**config.mk**
```make
export PLATFORM = sky130hd
export DESIGN_NAME = mem_access_stage
export DESIGN_NICKNAME = d
export VERILOG_FILES = /design/src/rtl/mem_stage_pkg.sv /design/src/rtl/mem_access_stage_load_align.sv /design/src/rtl/mem_access_stage.sv
export SDC_FILE = /design/constraint.sdc
export NUM_CORES = 1
export LEC_CHECK = 0
export ABC_AREA = 1
export CELL_PAD_IN_SITES_DETAIL_PLACEMENT = 1
export CELL_PAD_IN_SITES_GLOBAL_PLACEMENT = 1
export CORE_AREA = 2 2 136 138
export CTS_BUF_LIST = sky130_fd_sc_hd__clkbuf_2
export DETAILED_ROUTE_END_ITERATION = 12
export DIE_AREA = 0 0 138 140
export PLACE_DENSITY_LB_ADDON = 0.1
export RECOVER_POWER = 50
export SYNTH_ARGS = -nofsm -noshare
export SYNTH_HDL_FRONTEND = slang
export SYNTH_SLANG_ARGS = --single-unit
```
**constraint.sdc**
```tcl
create_clock -name CLK -period 1.5 [get_ports CLK]
set_input_delay 0.3 -clock CLK [delete_from_list [all_inputs] [get_ports CLK]]
set_output_delay 0.3 -clock CLK [all_outputs]
set_load 0.05 [all_outputs]
```
**src/rtl/mem_stage_pkg.sv**
```systemverilog
// Shared definitions for the memory-access stage: funct3 codes, FSM states,
// and small decode helpers.
package mem_stage_pkg;

    localparam logic [2:0] F3_B  = 3'b000;
    localparam logic [2:0] F3_H  = 3'b001;
    localparam logic [2:0] F3_W  = 3'b010;
    localparam logic [2:0] F3_BU = 3'b100;
    localparam logic [2:0] F3_HU = 3'b101;

    typedef enum logic {
        ST_IDLE = 1'b0,
        ST_WAIT = 1'b1
    } state_t;

    // funct3[1] set selects a full word (010/011/110/111); 01 in the low bits is a halfword.
    function automatic logic is_misaligned(input logic [2:0] f3, input logic [1:0] a);
        if (f3[1])
            return a != 2'b00;
        if (f3[1:0] == F3_H[1:0])
            return a[0];
        return 1'b0;
    endfunction

    function automatic logic [3:0] store_strb(input logic [2:0] f3, input logic [1:0] a);
        if (f3[1])
            return 4'hF;
        if (f3[1:0] == F3_H[1:0])
            return 4'b0011 << {a[1], 1'b0};
        return 4'b0001 << a;
    endfunction

endpackage

```
**src/rtl/mem_access_stage_load_align.sv**
```systemverilog
// Combinational load extraction: selects byte/half/word from the read word
// and sign- or zero-extends it according to funct3.
module load_align
    import mem_stage_pkg::*;
(
    input  logic [31:0] i_rdata,
    input  logic [1:0]  i_a,
    input  logic [2:0]  i_funct3,
    output logic [31:0] o_result
);

    logic [7:0]  w_byte;
    logic [15:0] w_half;

    always_comb begin
        case (i_a)
            2'd0:    w_byte = i_rdata[7:0];
            2'd1:    w_byte = i_rdata[15:8];
            2'd2:    w_byte = i_rdata[23:16];
            default: w_byte = i_rdata[31:24];
        endcase
        w_half = i_a[1] ? i_rdata[31:16] : i_rdata[15:0];

        // funct3[2] marks the unsigned variants (LBU/LHU).
        if (i_funct3[1])
            o_result = i_rdata;
        else if (i_funct3[1:0] == F3_H[1:0])
            o_result = {{16{w_half[15] & ~i_funct3[2]}}, w_half};
        else
            o_result = {{24{w_byte[7] & ~i_funct3[2]}}, w_byte};
    end

endmodule

```
**src/rtl/mem_access_stage.sv**
```systemverilog
// Memory-access stage: IDLE/WAIT FSM driving a req/ready data memory port,
// store-lane generation and load write-back. Optional MISALIGN_TRAP_EN.
module mem_access_stage
    import mem_stage_pkg::*;
#(
    parameter int unsigned ADDR_W = 32,
    parameter int unsigned RD_W   = 5
) (
    input  logic              CLK,
    input  logic              RST_N,
    input  logic              VALID_IN,
    input  logic [ADDR_W-1:0] ALU_OUT_IN,
    input  logic [31:0]       RS2_IN,
    input  logic [2:0]        MEM_OP_IN,
    input  logic              LOAD_IN,
    input  logic              STORE_IN,
    input  logic [RD_W-1:0]   RD_IN,
    output logic              STALL_OUT,
    output logic              DMEM_REQ,
    output logic              DMEM_WE,
    output logic [ADDR_W-1:0] DMEM_ADDR,
    output logic [31:0]       DMEM_WDATA,
    output logic [3:0]        DMEM_WSTRB,
    input  logic              DMEM_READY,
    input  logic [31:0]       DMEM_RDATA,
    output logic              WB_VALID_OUT,
    output logic [31:0]       WB_DATA_OUT,
    output logic [RD_W-1:0]   WB_RD_OUT,
    output logic              MISALIGN_OUT
);

    state_t            r_state;
    logic [1:0]        r_a;
    logic [2:0]        r_op;
    logic [RD_W-1:0]   r_rd;
    logic              r_req;
    logic              r_we;
    logic [ADDR_W-1:0] r_addr;
    logic [31:0]       r_wdata;
    logic [3:0]        r_wstrb;
    logic              r_wb_valid;
    logic [31:0]       r_wb_data;
    logic [RD_W-1:0]   r_wb_rd;

    logic              w_mem_op;
    logic              w_trap;
    logic [31:0]       w_wdata;
    logic [31:0]       w_load_data;

    assign w_mem_op = LOAD_IN | STORE_IN;

`ifdef MISALIGN_TRAP_EN
    assign w_trap = is_misaligned(MEM_OP_IN, ALU_OUT_IN[1:0]);
`else
    assign w_trap = 1'b0;
`endif

    always_comb begin
        if (MEM_OP_IN[1])
            w_wdata = RS2_IN;
        else if (MEM_OP_IN[1:0] == F3_H[1:0])
            w_wdata = {2{RS2_IN[15:0]}};
        else
            w_wdata = {4{RS2_IN[7:0]}};
    end

    load_align u_load_align (
        .i_rdata  (DMEM_RDATA),
        .i_a      (r_a),
        .i_funct3 (r_op),
        .o_result (w_load_data)
    );

    always_ff @(posedge CLK or negedge RST_N) begin
        if (!RST_N) begin
            r_state    <= ST_IDLE;
            r_a        <= '0;
            r_op       <= '0;
            r_rd       <= '0;
            r_req      <= 1'b0;
            r_we       <= 1'b0;
            r_addr     <= '0;
            r_wdata    <= '0;
            r_wstrb    <= '0;
            r_wb_valid <= 1'b0;
            r_wb_data  <= '0;
            r_wb_rd    <= '0;
        end else begin
            r_wb_valid <= 1'b0;
            case (r_state)
                ST_IDLE: begin
                    if (VALID_IN && !w_mem_op) begin
                        r_wb_valid <= 1'b1;
                        r_wb_data  <= 32'(ALU_OUT_IN);
                        r_wb_rd    <= RD_IN;
                    end else if (VALID_IN && w_trap) begin
                        r_wb_data  <= 32'(ALU_OUT_IN);
                    end else if (VALID_IN) begin
                        r_state <= ST_WAIT;
                        r_a     <= ALU_OUT_IN[1:0];
                        r_op    <= MEM_OP_IN;
                        r_rd    <= RD_IN;
                        r_req   <= 1'b1;
                        r_we    <= STORE_IN;
                        r_addr  <= {ALU_OUT_IN[ADDR_W-1:2], 2'b00};
                        r_wdata <= w_wdata;
                        r_wstrb <= STORE_IN ? store_strb(MEM_OP_IN, ALU_OUT_IN[1:0]) : 4'h0;
                    end
                end
                ST_WAIT: begin
                    if (DMEM_READY) begin
                        r_state <= ST_IDLE;
                        r_req   <= 1'b0;
                        if (!r_we) begin
                            r_wb_valid <= 1'b1;
                            r_wb_data  <= w_load_data;
                            r_wb_rd    <= r_rd;
                        end
                    end
                end
                default: r_state <= ST_IDLE;
            endcase
        end
    end

`ifdef MISALIGN_TRAP_EN
    logic r_misalign;

    always_ff @(posedge CLK or negedge RST_N) begin
        if (!RST_N)
            r_misalign <= 1'b0;
        else
            r_misalign <= (r_state == ST_IDLE) && VALID_IN && w_mem_op && w_trap;
    end

    assign MISALIGN_OUT = r_misalign;
`else
    assign MISALIGN_OUT = 1'b0;
`endif

    assign STALL_OUT    = (r_state == ST_WAIT);
    assign DMEM_REQ     = r_req;
    assign DMEM_WE      = r_we;
    assign DMEM_ADDR    = r_addr;
    assign DMEM_WDATA   = r_wdata;
    assign DMEM_WSTRB   = r_wstrb;
    assign WB_VALID_OUT = r_wb_valid;
    assign WB_DATA_OUT  = r_wb_data;
    assign WB_RD_OUT    = r_wb_rd;

endmodule

```
==> summary.md <==
| Metric | Value |
|---|---|
| Final Max Slew Viols | `0` |
| Dpl hpwl | `16.5 mm` |
| CTS Root Cell | `clkbuf_2` |
| Clk_lat worst skew | `0.73 ns` |
| Crit path DAT | `1.47 ns` |
| Final Hold Viols | `0` |
| Site Rows | `49` |
| RD Place Congestion | `0.859` |
| Boundary pin count | `220` |
| Part of the Yosys area used for sequential elements | `51.8%` |
| Crit. End Element | `primary output` |
| Initial DRC count | `around 240` |
| Syn Inst Count | `roughly 730` |
| Count of final setup violators | `223` |
| Drt total wl | `25.9 mm` |
| Area grow syn2layout | `93.0%` |
| Crit-path cells | `buf_6, buf_12` |
| Synth top area share | `51.8%` |
| Via count | `about 6400` |
| Clk slew on worst S/H paths | `0.20 ns` |
| Max-slew headroom | `a little under a quarter` |
| R2r startpoint | `STALL_OUT$_DFF_PN0_` |
| Cell accounting for the most synthesized area | `dfrtp_1` |
| Synth unique cells | `27` |
| Async set-reset flop share out of synthesis | `100%` |
| Maximum vdd drop | `between 0.001 and 0.0015 V` |
| Fmax | `566 MHz` |
| Overall fraction of global-route tracks in use | `22.6%` |
| Finished Layout Cells | `around 1300` |
| Total Power | `18.4 mW` |
| Core Area | `between 0.015 and 0.02 mm²` |
| Global-route wire length before repair | `34.7 mm` |
| CP max-delay cell | `dfrtp_2` |
| Detail Route Antenna Nets | `0` |
| Synth area leaders | `dfrtp_1, nand2_1, a21oi_1` |
| Hold Path Sink | `r_op[2]$_DFFE_PN0P_` |
| Yosys reg bits | `117` |
| Max stage delay on crit path | `~0.47 ns` |
| Worst path required time | `1.20 ns` |
| Final instance area | `about 0.011 mm²` |
| Worst Skew | `roughly 0.034 ns` |
| Cells on worst reg2reg path | `9` |
| Initial antenna violation count | `2` |
| Total grt overflow | `0` |
| Crit Path Class | `flop to primary output` |
| R2r endpoint | `r_a[1]$_DFFE_PN0P_` |
| Most common library cells after synthesis | `nand2_1, dfrtp_1, a21oi_1` |
| YS warnings | `0` |
| Share of layout cells above drive strength 1 | `30.3%` |
| Largest net degree at the start of global routing | `58` |
| Fill count | `1930` |
| Worst slew pin tran | `1.14 ns` |
| Placed inst area | `0.00944 mm²` |
| Final Util | `between 60% and 70%` |
| Tmin final | `1.77 ns` |
| Synth Cell Area | `between 0.005 and 0.006 mm²` |
| Hold wc startpoint | `MEM_OP_IN[2]` |
| Static leakage | `5.23 nW` |
| Die X | `138 µm` |
| Starting Density | `31.8%` |
| Final nets | `1145` |
| Multi-input gate area | `0.00254 mm²` |
| Placed Cells incl. Taps | `1175` |
| Max cap viols | `0` |
| Mapped Avg Cell Area | `7.72 µm²` |
| Outcome | `complete, but fails checks` |
| Longest Clk Path Bufs | `2` |
| Hold Crit Class | `input pin to flop` |
| Most common cell in the netlist | `nand2_1` |
| Total CTS buffers | `17` |
| Worst-path fanout max | `2` |
| Hold_ws | `0.106 ns` |
| TritonRoute pass-1 iters | `4` |
| Failing checks | `setup timing` |
| Pre-CTS WS | `-0.290 ns` |
| RSZ-0062 raised after global routing | `yes` |
| Final worst setup slack | `-0.267 ns` |
| Vert. Die Dim | `140 µm` |
| Via density | `around 5` |
| CP Launch Type | `flop` |
| Number of synthesized flops with an enable pin | `0` |
| Ys flop type | `dfrtp_1` |
| Post-route setup TNS | `-28.36 ns` |
| Part of the cycle the worst path needs | `118%` |
| Routed wire length per instance | `roughly 20 µm` |
| Register area | `between 0.002 and 0.003 mm²` |
| TritonCTS clock tree | `built` |
| Reg2Reg Setup Slack | `-0.25 ns` |
| Post-route DRC | `0` |
| Port buffer count | `216` |
| Worst Hold Depth | `3` |
| Clk sinks | `117` |
| Power per Cell Area | `1680 mW/mm²` |
| Vias in the first global route | `6466` |
| DIE AREA | `slightly below 0.02 mm²` |
| Depth of the CTS H-tree | `4` |
## repair_timing
item,CTS,global route
hold endpoints to repair,117,0
endpoints found under the setup margin,132,197
gates resized for setup,12,101
pin swaps,6,14
buffers inserted,16,24
cloned,0,27
hold buffers,3,0
## worst max-delay path, delay by kind of cell, from the launching register on
family,cells,cell delay [ns]
buffers and inverters,2,0.27
flip-flops,1,0.47
## layer usage
layer / up-vias / global-route usage [%] / share of wire [%]
met1: 3184 / 26.6 / 39
met4: 0 / 6.50 / 2.7
met5: - / 0 / 0
li1: 2971 / - / -
met2: 226 / 39.9 / 51
met3: 45 / 6.91 / 6.4
## cell type report
class / count / area share, %
Clock buffer: 19 / 0.872
Timing Repair Buffer: 328 / 42.3
Inverter: 56 / 2.13
Antenna cell: 2 / 0.0459
Clock inverter: 13 / 1.68
Multi-Input combinational cell: 514 / 23.3
Tap cell: 229 / 2.63
Timing Repair inverter: 1 / 0.103
Sequential cell: 117 / 26.9
## worst max path at each step
stage                        startpoint                          end  depth (start not counted)
floorplan           STALL_OUT$_DFF_PN0_   DMEM_WDATA[23]$_DFFE_PN0P_                          4
global placement           MEM_OP_IN[0]   DMEM_WDATA[14]$_DFFE_PN0P_                          5
detailed placement       DMEM_RDATA[23]  WB_DATA_OUT[31]$_DFFE_PN0P_                          8
CTS                 STALL_OUT$_DFF_PN0_                    STALL_OUT                          2
global route        STALL_OUT$_DFF_PN0_                    STALL_OUT                          2
finish              STALL_OUT$_DFF_PN0_                    STALL_OUT                          2
## flip-flops by register name (all words and copies together), names as in the netlist
register,cells
DMEM_WDATA,32
WB_DATA_OUT,32
DMEM_ADDR,30
WB_RD_OUT,5
r_rd,5
DMEM_WSTRB,4
r_op,3
r_a,2
DMEM_REQ,1
DMEM_WE,1
STALL_OUT,1
WB_VALID_OUT,1
## where the power goes
part / switching (mW) / total [mW] / internal (mW) / leakage [nW]
registers: 1.12 / 5.19 / 4.07 / 1.41
clock network: 1.30 / 2.41 / 1.10 / 0.158
logic: 5.62 / 10.8 / 5.14 / 3.66
total: 8.04 / 18.4 / 10.3 / 5.23
## cell families (layout without fill, tap and decap cells)
| group | after synthesis | after routing | share of synthesized area, % |
|---|---|---|---|
| AOI/OAI and AO/OA | 149 | 149 | 14.2 |
| buffers and inverters | 103 | 417 | 7.82 |
| other | 1 | 5 | 0.0664 |
| DFF | 117 | 117 | 51.8 |
| and+or+nand+nor | 362 | 362 | 26.1 |
## placed cells by master (no fill, tap or decap), drive strengths merged
| cell type | n |
|---|---|
| clkbuf | 39 |
| nand3b | 1 |
| o211ai | 8 |
| dfrtp | 117 |
| o21a | 6 |
| nand2 | 269 |
| bufinv | 4 |
| buf | 196 |
| clkinv | 7 |
| a31oi | 13 |
| clkinvlp | 3 |
| o21ai | 42 |
| a21oi | 78 |
| diode | 2 |
| nor3 | 1 |
| clkdlybuf4s50 | 108 |
| nor2 | 27 |
| nand4 | 2 |
| dlygate4sd3 | 3 |
| nand3 | 62 |
| a22oi | 2 |
| inv | 56 |
| conb | 3 |
| dlymetal6s4s | 1 |
No activity file was read; power rests on OpenSTA's default activity.
